## src/rtl/spi_target.sv

```systemverilog
// SPI mode-0 target (CPOL=0, CPHA=0, MSB first, 8-bit bytes) with a one-byte
// transmit holding register and a valid/ready receive port, all in the clk_sys_i domain.
module spi_target #(
  parameter logic [7:0] TxIdleByte = 8'hFF
) (
  input  logic       clk_sys_i,
  input  logic       rst_sys_i,
  input  logic       spi_sck_i,
  input  logic       spi_cs_ni,
  input  logic       spi_sdi_i,
  output logic       spi_sdo_o,
  output logic       spi_sdo_oe_o,
  output logic [7:0] rx_data_o,
  output logic       rx_valid_o,
  input  logic       rx_ready_i,
  input  logic [7:0] tx_data_i,
  input  logic       tx_valid_i,
  output logic       tx_ready_o,
  output logic       busy_o,
  output logic       rx_overflow_o,
  output logic       tx_underrun_o
);

  typedef enum logic {ST_IDLE = 1'b0, ST_SHIFT = 1'b1} state_t;

  logic       r_sck_p0, r_sck_p1, r_sck_p2;
  logic       r_cs_p0, r_cs_p1, r_cs_p2;
  logic       r_sdi_p0, r_sdi_p1;
  logic [1:0] r_fill;
  logic       r_armed;
  state_t     r_state;
  logic [2:0] r_bit_cnt;
  logic [6:0] r_rx_shift;
  logic [7:0] r_tx_shift;
  logic [7:0] r_hold;
  logic       r_hold_full;
  logic [7:0] r_rx_data;
  logic       r_rx_valid;
  logic       r_rx_ovf;
  logic       r_tx_unr;

  logic       w_sck_rise, w_sck_fall, w_cs_fall, w_cs_rise;
  logic       w_shift, w_tx_load, w_rx_done, w_hold_wr;
  logic [7:0] w_rx_byte;

  // A cs_n fall only counts once a genuine high level has been seen after reset,
  // so a cs_n already low at reset release cannot start a frame.
  assign w_sck_rise = r_sck_p1 & ~r_sck_p2;
  assign w_sck_fall = ~r_sck_p1 & r_sck_p2;
  assign w_cs_fall  = r_armed & r_cs_p2 & ~r_cs_p1;
  assign w_cs_rise  = r_cs_p1 & ~r_cs_p2;

  assign w_shift   = (r_state == ST_SHIFT);
  assign w_tx_load = (!w_shift && w_cs_fall) ||
                     (w_shift && !w_cs_rise && w_sck_fall && (r_bit_cnt == 3'd0));
  assign w_rx_done = w_shift && !w_cs_rise && w_sck_rise && (r_bit_cnt == 3'd7);
  assign w_rx_byte = {r_rx_shift, r_sdi_p1};
  assign w_hold_wr = tx_valid_i && !r_hold_full;

  always_ff @(posedge clk_sys_i) begin
    if (rst_sys_i) begin
      r_sck_p0    <= 1'b0;
      r_sck_p1    <= 1'b0;
      r_sck_p2    <= 1'b0;
      r_cs_p0     <= 1'b1;
      r_cs_p1     <= 1'b1;
      r_cs_p2     <= 1'b1;
      r_sdi_p0    <= 1'b0;
      r_sdi_p1    <= 1'b0;
      r_fill      <= 2'd0;
      r_armed     <= 1'b0;
      r_state     <= ST_IDLE;
      r_bit_cnt   <= 3'd0;
      r_rx_shift  <= 7'd0;
      r_tx_shift  <= 8'd0;
      r_hold      <= 8'd0;
      r_hold_full <= 1'b0;
      r_rx_data   <= 8'd0;
      r_rx_valid  <= 1'b0;
      r_rx_ovf    <= 1'b0;
      r_tx_unr    <= 1'b0;
    end else begin
      // synchroniser stages p0/p1, edge-detect copy p2
      r_sck_p0 <= spi_sck_i;
      r_sck_p1 <= r_sck_p0;
      r_sck_p2 <= r_sck_p1;
      r_cs_p0  <= spi_cs_ni;
      r_cs_p1  <= r_cs_p0;
      r_cs_p2  <= r_cs_p1;
      r_sdi_p0 <= spi_sdi_i;
      r_sdi_p1 <= r_sdi_p0;

      if (r_fill != 2'd3) r_fill <= r_fill + 2'd1;
      if (r_fill == 2'd3 && r_cs_p2) r_armed <= 1'b1;

      r_rx_ovf <= 1'b0;
      r_tx_unr <= 1'b0;

      // A write can only land while empty, so a same-cycle load sends TxIdleByte
      // and the freshly written byte stays queued.
      if (w_hold_wr) begin
        r_hold      <= tx_data_i;
        r_hold_full <= 1'b1;
      end else if (w_tx_load && r_hold_full) begin
        r_hold_full <= 1'b0;
      end

      if (w_tx_load) begin
        r_tx_shift <= r_hold_full ? r_hold : TxIdleByte;
        r_tx_unr   <= ~r_hold_full;
      end else if (w_shift && w_cs_rise) begin
        r_tx_shift <= 8'd0;
      end else if (w_shift && w_sck_fall) begin
        r_tx_shift <= {r_tx_shift[6:0], 1'b0};
      end

      if (w_rx_done) begin
        if (!r_rx_valid || rx_ready_i) begin
          r_rx_data  <= w_rx_byte;
          r_rx_valid <= 1'b1;
        end else begin
          r_rx_ovf <= 1'b1;
        end
      end else if (r_rx_valid && rx_ready_i) begin
        r_rx_valid <= 1'b0;
      end

      case (r_state)
        ST_IDLE: begin
          if (w_cs_fall) begin
            r_state    <= ST_SHIFT;
            r_bit_cnt  <= 3'd0;
            r_rx_shift <= 7'd0;
          end
        end
        ST_SHIFT: begin
          if (w_cs_rise) begin
            r_state    <= ST_IDLE;
            r_bit_cnt  <= 3'd0;
            r_rx_shift <= 7'd0;
          end else if (w_sck_rise) begin
            r_rx_shift <= w_rx_byte[6:0];
            r_bit_cnt  <= r_bit_cnt + 3'd1;
          end
        end
        default: r_state <= ST_IDLE;
      endcase
    end
  end

  assign busy_o        = w_shift;
  assign spi_sdo_oe_o  = w_shift;
  assign spi_sdo_o     = w_shift & r_tx_shift[7];
  assign rx_data_o     = r_rx_data;
  assign rx_valid_o    = r_rx_valid;
  assign tx_ready_o    = ~r_hold_full;
  assign rx_overflow_o = r_rx_ovf;
  assign tx_underrun_o = r_tx_unr;

endmodule

```

## config.mk

```make
export PLATFORM = sky130hd
export DESIGN_NAME = spi_target
export DESIGN_NICKNAME = d
export VERILOG_FILES = /design/src/rtl/spi_target.sv
export SDC_FILE = /design/constraint.sdc
export NUM_CORES = 1
export LEC_CHECK = 0
export BUFFER_PORTS_ARGS = -buffer_cell sky130_fd_sc_hd__buf_2
export CAP_MARGIN = 20
export CORE_UTILIZATION = 50
export DETAILED_ROUTE_END_ITERATION = 12
export PLACE_DENSITY = 0.81
export SYNTH_ARGS = -nofsm -noshare
export SYNTH_HDL_FRONTEND = slang
export SYNTH_SLANG_ARGS = --single-unit
export TNS_END_PERCENT = 30
```

## constraint.sdc

```tcl
create_clock -name clk_sys_i -period 1.5 [get_ports clk_sys_i]
set_input_delay 0.075 -clock clk_sys_i [delete_from_list [all_inputs] [get_ports clk_sys_i]]
set_output_delay 0.075 -clock clk_sys_i [all_outputs]
set_load 0.01 [all_outputs]
```

==> results.py, run 1 <==
metrics = {
    "outcome": {
        "status": "finished with violations",
        "violations": "negative setup slack",
    },
    "floorplanning": {
        "rows": 23,
        "core_area_um2": 4000,
        "io_pins": 30,
        "vertical_die_dimension_um": 66.4,
        "die_width_um": 66.4,
        "design.die.area_um2": 4410,
        "start_util": 0.518,
    },
    "sta": {
        "timing.max_slew.rel_slack": 0.602,
        "transition_time_at_the_pin_with_the_least_slew_margin_ns": 0.596,
        "setup_viol_count_final": 4,
        "max_clock_freq_mhz": 664,
        "setup_slack_ns": -0.00583,
        "min_period_ns": 1.51,
        "final_max_slew_viol_count": 0,
        "skew_ns": 0.00774,
        "unrepaired_setup_endpoints_after_global_routing": "true",
        "finalHoldViolCount": 0,
        "timing.final.crit_share": 1.00,
    },
    "placed_design": {
        "dp_wirelength_um": 2790,
        "gpl.final_weighted_congestion": 0.847,
        "io_buf_count": 29,
        "numPlacedInstances": 309,
    },
    "setup_path": {
        "timing.critical_path.from_type": "flip-flop",
        "worst-endpoint-arrival_ns": 1.70,
        "worst-endpoint-required_ns": 1.70,
        "critPathTopFamily": "simple AND/OR/NAND/NOR gates",
        "crit_path_top_delay_cell": "dfxtp_4",
        "crit_path_cell_trace": "ha_4 > ha_4 > and3b_1 > nand4b_1 > buf_12 > mux2i_2 > nor2_1",
        "critical_path.max_fanout": 8,
        "crit_path_frequent_cell": "ha_4",
        "critical_path.endpoint_type": "flip-flop",
        "worst_path_largest_cell_delay_ns": 0.37,
        "timing_worst_setup_path_type": "reg2reg",
        "worstPathBufferInverterCount": 1,
    },
    "yosys": {
        "yosys.area_share.adder": 0.0241,
        "synth.avg_cell_area_um2": 9.05,
        "yosysWarningCount": 0,
        "synthSimpleGateAreaFrac": 0.249,
        "synth_edf_count": 0,
        "synth_seq_cells": 50,
        "ys_top_cells_by_area": "dfxtp_1 48%, a21oi_1 6.0%, nand4bb_1 4.9%",
        "synth.mux.area_fraction": 0.0435,
        "synth.yosys.seq_area_share": 0.483,
        "synth_ff_type": "dfxtp_1",
        "synth_top_family_by_area": "simple AND/OR/NAND/NOR gates",
        "synth_largest_area_cell": "dfxtp_1",
        "post-synth-top-area-fraction": 0.483,
        "mappedNetlistArea_um2": 2070,
        "synthesized_netlist_cell_count": 229,
        "synth_async_sr_flop_share": 0,
        "xor_xnor_share_of_the_synthesized_area": 0.00422,
        "synth_compound_gate_area_share": 0.151,
        "synth_cell_types": 36,
        "number_of_nets_produced_by_synthesis": 248,
    },
    "final_layout": {
        "final_layout_size_suffix_gt1_frac": 0.281,
        "synthesis_to_finish_area_growth_pct": 27.0,
        "layout.filler_cells": 319,
        "final_nets": 292,
        "insertedDiodeCount": 0,
        "finish.cell_count_without_fillers": 324,
    },
    "route": {
        "drt-initial-drc-count": 89,
        "route.detailed.drc": 0,
        "drt-vias-per-instance": 5.34,
        "vias": 1731,
        "drt_antenna_net_count": 0,
        "routedWlPerCell_um": 13.0,
        "routed_wirelength_um": 4210,
        "drt-pass1-iter-count": 4,
    },
    "clock_network": {
        "cts-htree-levels": 2,
        "cts.root.buffer_cell": "clkbuf_8",
        "cts_inserted_buffers": 5,
        "cts.sink_count": 50,
        "clock_path_buffers": 2,
        "insertion_delay_ns": 0.30,
        "tritoncts": "yes",
        "clk_pin_slew_worst_paths_ns": 0.09,
    },
    "power": {
        "worst_ir_drop_vdd_mv": 0.756,
        "static-leakage-power_nw": 1.10,
        "power-per-cell-area_nw_per_um2": 1040,
        "finalPower_mw": 2.74,
    },
    "hold_path": {
        "hp-class": "in2reg",
    },
    "global_route": {
        "first_global_vias": 1467,
        "pin_count_of_the_biggest_net_entering_global_routing": 27,
        "grt.overflow.total": 0,
        "wire_length_of_the_first_global_routing_pass_um": 6370,
        "grt_antenna_before_repair": 0,
        "grt_use_total": 0.190,
    },
    "run": {
        "maxCapViolations": 0,
    },
}
-- metal layers --
metal,GRT usage,vias up,share of wire
met4,0.0559,0,0.0081
met3,0.0569,4,0.031
met5,0,-,0
li1,-,885,-
met2,0.324,41,0.47
met1,0.229,801,0.49
-- layout by cell type, fill, tap and decap left out, drive strengths merged, types with 2 or more instances in the layout --
| cell type | n |
|---|---|
| a31oi | 2 |
| clkbuf | 6 |
| a21oi | 25 |
| ha | 4 |
| o21ai | 9 |
| nor2b | 10 |
| bufinv | 2 |
| nand2b | 2 |
| buf | 48 |
| and3b | 2 |
| a221o | 6 |
| mux2i | 9 |
| nand3b | 2 |
| dfxtp | 50 |
| o22ai | 6 |
| nand3 | 12 |
| dlygate4sd3 | 5 |
| nand4bb | 10 |
| nand2 | 17 |
| or2 | 4 |
| inv | 4 |
| nor3 | 3 |
| nor2 | 27 |
-- layout make-up --
cell class | count | area [um^2] | share of cell area
clock buffer | 6 | 82.6 | 0.0314
sequential | 50 | 1010 | 0.383
tap | 50 | 62.6 | 0.0238
inverter | 5 | 18.8 | 0.00713
clock inverter | 2 | 60.1 | 0.0228
timing repair buffer | 53 | 358 | 0.136
multi-input combinational | 158 | 1040 | 0.396
-- synth_stat cells (2+ instances only) --
library cell and count:
and3b_1 2, nor2_1 27, o22ai_1 6, or2_2 4, ha_1 4, o21ai_1 2, buf_2 4, a31oi_1 2
nand3_1 12, a21oi_1 25, nand2b_1 2, nand3b_1 2, nand4bb_1 9, dfxtp_1 50, nor2b_1 8, mux2i_1 9
nand2_1 17, a221o_1 6, inv_1 4, nor3_1 3, clkbuf_1 8, o21ai_0 7, buf_1 3
-- logic make-up after synthesis --
group / after synthesis
buffers and inverters: 22
adder cells (fa/ha/maj): 4
AO/OA/AOI/OAI: 52
XOR/XNOR: 1
flip-flops: 50
AND/OR/NAND/NOR: 91
multiplexers: 9
-- metrics by stage --
step	TNS, ns	cell area (um^2)	setup slack, ns	util	hold slack (ns)
floorplan	0	2070	0.00293	-	0.179
global placement	0	2350	0.0368	0.589	0.258
detailed placement	-0.204	2350	-0.0480	0.589	0.262
CTS	-0.0154	2540	-0.00865	0.636	0.00141
global route	-0.705	2630	-0.0929	0.658	0.00649
finish	-0.0148	2630	-0.00583	0.658	0.00899
-- sequential cells by signal, indices dropped and copies added, names as in the netlist, 2 cells and up --
signal / cells
rx_data_o: 8
r_tx_shift: 8
r_hold: 8
r_rx_shift: 7
r_fill: 2
r_bit_cnt: 3
-- worst register-to-register path, stage by stage, from the launching register on --
cell and delay (ns):
dfxtp_4 0.37, ha_4 0.16, ha_4 0.14, and3b_1 0.17, nand4b_1 0.14, buf_12 0.16, mux2i_2 0.20, nor2_1 0.06
-- power breakdown --
group	switching (mW)	total (mW)	internal [mW]	leakage [nW]
Sequential	0.0275	1.40	1.37	0.407
Combinational	0.105	0.200	0.0947	0.624
Clock	0.429	1.14	0.711	0.0714
-- worst paths after layout --
| check | startpoint | to | slack (ns) | depth (start not counted) |
|---|---|---|---|---|
| max | r_bit_cnt[0] | rx_data_o[0] | -0.006 | 7 |
| min | tx_data_i[4] | r_hold[4] | 0.009 | 3 |
| max reg2reg | r_bit_cnt[0] | rx_data_o[0] | -0.006 | 7 |
| min reg2reg | r_cs_p0 | r_cs_p1 | 0.42 | 1 |
-- repair_timing --
action | CTS | global route
endpoints found under the setup margin | 9 | 17
endpoints found under the hold margin | 3 | 2
gates resized for setup | 5 | 20
cloned | 0 | 1
buffers inserted | 0 | 1
pin swaps | 1 | 2
hold buffers | 3 | 2
Note: power is estimated with default switching activity, not from simulation.
==> run 2: changes to the inputs <==
Settings changed: PLACE_DENSITY 0.81 to default, PLACE_DENSITY_LB_ADDON from default to 0.25, SLEW_MARGIN from default to 20.
Clock period 1.5 ns to 1.21 ns, I/O delays scaled along.
==> results.py, run 2 (same netlist as run 1, synthesis figures left out) <==
metrics = {
    "clock_network": {
        "clock_path_buffers": 2,
        "clk_pin_slew_worst_paths_ns": 0.09,
        "cts_inserted_buffers": 5,
        "cts-htree-levels": 2,
        "tritoncts": "yes",
        "cts.sink_count": 50,
        "cts.root.buffer_cell": "clkbuf_8",
        "insertion_delay_ns": 0.30,
    },
    "setup_path": {
        "crit-reg2reg-capture": "rx_data_o[2]",
        "timing.critical_path.from_type": "flip-flop",
        "crit_path_frequent_cell": "ha_4",
        "rr_startpoint": "r_bit_cnt[0]",
        "crit_path_cell_trace": "ha_4 > ha_4 > and3b_1 > nand4b_1 > buf_12 > mux2i_1 > nor2_1",
        "critical_path.endpoint_type": "flip-flop",
        "worst-endpoint-required_ns": 1.42,
        "worst_path_largest_cell_delay_ns": 0.35,
        "critical_path.max_fanout": 8,
        "setup.reg_to_reg.worst_slack_ns": -0.24,
        "crit_path_top_delay_cell": "dfxtp_2",
        "worst-endpoint-arrival_ns": 1.66,
        "timing_worst_setup_path_type": "reg2reg",
        "timing.reg2reg.worst_path_depth": 7,
    },
    "sta": {
        "timing.max_slew.rel_slack": 0.801,
        "finalHoldViolCount": 0,
        "final.hold.worst_slack_ns": 0.0837,
        "final_max_slew_viol_count": 0,
        "transition_time_at_the_pin_with_the_least_slew_margin_ns": 0.298,
        "setup_slack_ns": -0.244,
        "timing.final.crit_share": 1.20,
        "min_period_ns": 1.45,
        "max_clock_freq_mhz": 688,
        "skew_ns": 0.00781,
        "setup_viol_count_final": 28,
        "unrepaired_setup_endpoints_after_global_routing": "true",
    },
    "hold_path": {
        "hp-class": "in2reg",
        "holdPathEnd": "rx_overflow_o",
        "hp-start": "rx_ready_i",
        "holdPathStages": 3,
    },
    "final_layout": {
        "finish.cell_count_without_fillers": 344,
        "layout_common_cells": "44 x dfxtp_1, 30 x buf_4, 29 x buf_2, 27 x nor2_1, 24 x a21oi_1",
        "layout.filler_cells": 301,
        "final_layout_size_suffix_gt1_frac": 0.333,
        "insertedDiodeCount": 0,
        "final_nets": 312,
        "layout_commonest_cell": "dfxtp_1",
        "synthesis_to_finish_area_growth_pct": 35.8,
    },
    "route": {
        "drt-pass1-iter-count": 4,
        "routed_wirelength_um": 4540,
        "drt-vias-per-instance": 5.30,
        "route.detailed.drc": 0,
        "routedWlPerCell_um": 13.2,
        "drt_antenna_net_count": 0,
        "drt-initial-drc-count": 86,
        "vias": 1824,
    },
    "floorplanning": {
        "vertical_die_dimension_um": 66.4,
        "die_width_um": 66.4,
        "design.die.area_um2": 4410,
        "rows": 23,
        "start_util": 0.518,
        "core_area_um2": 4000,
        "io_pins": 30,
    },
    "global_route": {
        "pin_count_of_the_biggest_net_entering_global_routing": 20,
        "wire_length_of_the_first_global_routing_pass_um": 7420,
        "grt.overflow.total": 0,
        "first_global_vias": 1689,
        "grt_use_total": 0.224,
        "grt_antenna_before_repair": 0,
    },
    "placed_design": {
        "io_buf_count": 29,
        "gpl.final_weighted_congestion": 0.775,
        "numPlacedInstances": 320,
        "dp_wirelength_um": 2920,
    },
    "outcome": {
        "status": "finished with violations",
        "violations": "negative setup slack",
    },
    "power": {
        "static-leakage-power_nw": 1.21,
        "worst_ir_drop_vdd_mv": 0.811,
        "power-per-cell-area_nw_per_um2": 1130,
    },
    "run": {
        "maxCapViolations": 0,
    },
}
-- run 2: changes by cell type in the layout (fill, tap and decap cells not counted), moves of 2 or more --
cell | previous run | this run
buf_4 | 16 | 30
dlygate4sd3_1 | 5 | 11
dfxtp_2 | 3 | 6
dfxtp_1 | 46 | 44
mux2i_1 | 7 | 9
mux2i_2 | 2 | 0
nand2b_4 | 0 | 2
nor3_1 | 3 | 1
nor3_2 | 0 | 2
o21ai_1 | 4 | 6
-- run 2: repair_timing --
item / 4_1_cts / 5_1_grt
cloned: 1 / 0
pin swaps: 11 / 16
gates resized for setup: 16 / 10
setup endpoints to repair: 32 / 29
buffers inserted: 2 / 2
hold endpoints to repair: 11 / 0
hold buffers: 11 / 0
-- run 2: per-layer routing --
metal / up-vias / routed length, um / global-route usage
met1: 850 / 2170 / 0.280
met2: 37 / 2150 / 0.374
met4: 0 / 65 / 0.0798
met3: 6 / 153 / 0.0534
met5: - / 0 / 0
li1: 931 / - / -
-- run 2: power breakdown --
group / total (mW) / internal [mW] / switching (mW) / leakage, nW
sequential: 1.73 / 1.70 / 0.0324 / 0.408
combinational: 0.305 / 0.157 / 0.149 / 0.747
clock: 1.15 / 0.617 / 0.538 / 0.0514
-- run 2: how the worst max path moves through the flow --
stage            startpoint            to  slack, ns  depth (start not counted)
5_1_grt             r_cs_p1  rx_data_o[1]      -0.33                          6
2_1_floorplan       r_cs_p1  r_bit_cnt[0]      -0.16                          5
4_1_cts        r_bit_cnt[0]  rx_data_o[2]      -0.25                          7
6_report       r_bit_cnt[0]  rx_data_o[2]      -0.24                          7
3_3_place_gp   r_bit_cnt[1]  rx_data_o[4]      -0.20                          7
3_5_place_dp   r_bit_cnt[1]  rx_data_o[2]      -0.26                          7
-- run 2: stage by stage --
step / utilization / TNS (ns) / power [mW] / worst slack, ns / cell area [um^2]
2_1_floorplan: - / -2.43 / 1.93 / -0.163 / 2130
3_3_place_gp: 0.620 / -3.22 / 2.02 / -0.200 / 2480
3_5_place_dp: 0.620 / -3.98 / 2.03 / -0.257 / 2480
4_1_cts: 0.694 / -3.95 / 3.21 / -0.254 / 2780
5_1_grt: 0.704 / -6.35 / 3.34 / -0.325 / 2820
6_report: 0.704 / -4.00 / 3.19 / -0.244 / 2820
-- run 2: worst max-delay path, delay by kind of cell, from the launching register on --
kind	cells	cell delay, ns
adder cells (fa/ha/maj)	2	0.30
buffers and inverters	1	0.15
flip-flops	1	0.35
multiplexers	1	0.20
AND/OR/NAND/NOR	3	0.36
-- run 2: cell type report --
| type | instances | area (um^2) | area share |
|---|---|---|---|
| tap | 50 | 62.6 | 0.0222 |
| clock inverter | 2 | 37.5 | 0.0133 |
| timing repair buffer | 73 | 523 | 0.186 |
| sequential | 50 | 1010 | 0.358 |
| clock buffer | 6 | 72.6 | 0.0258 |
| multi-input combinational | 158 | 1090 | 0.387 |
| inverter | 5 | 22.5 | 0.00800 |
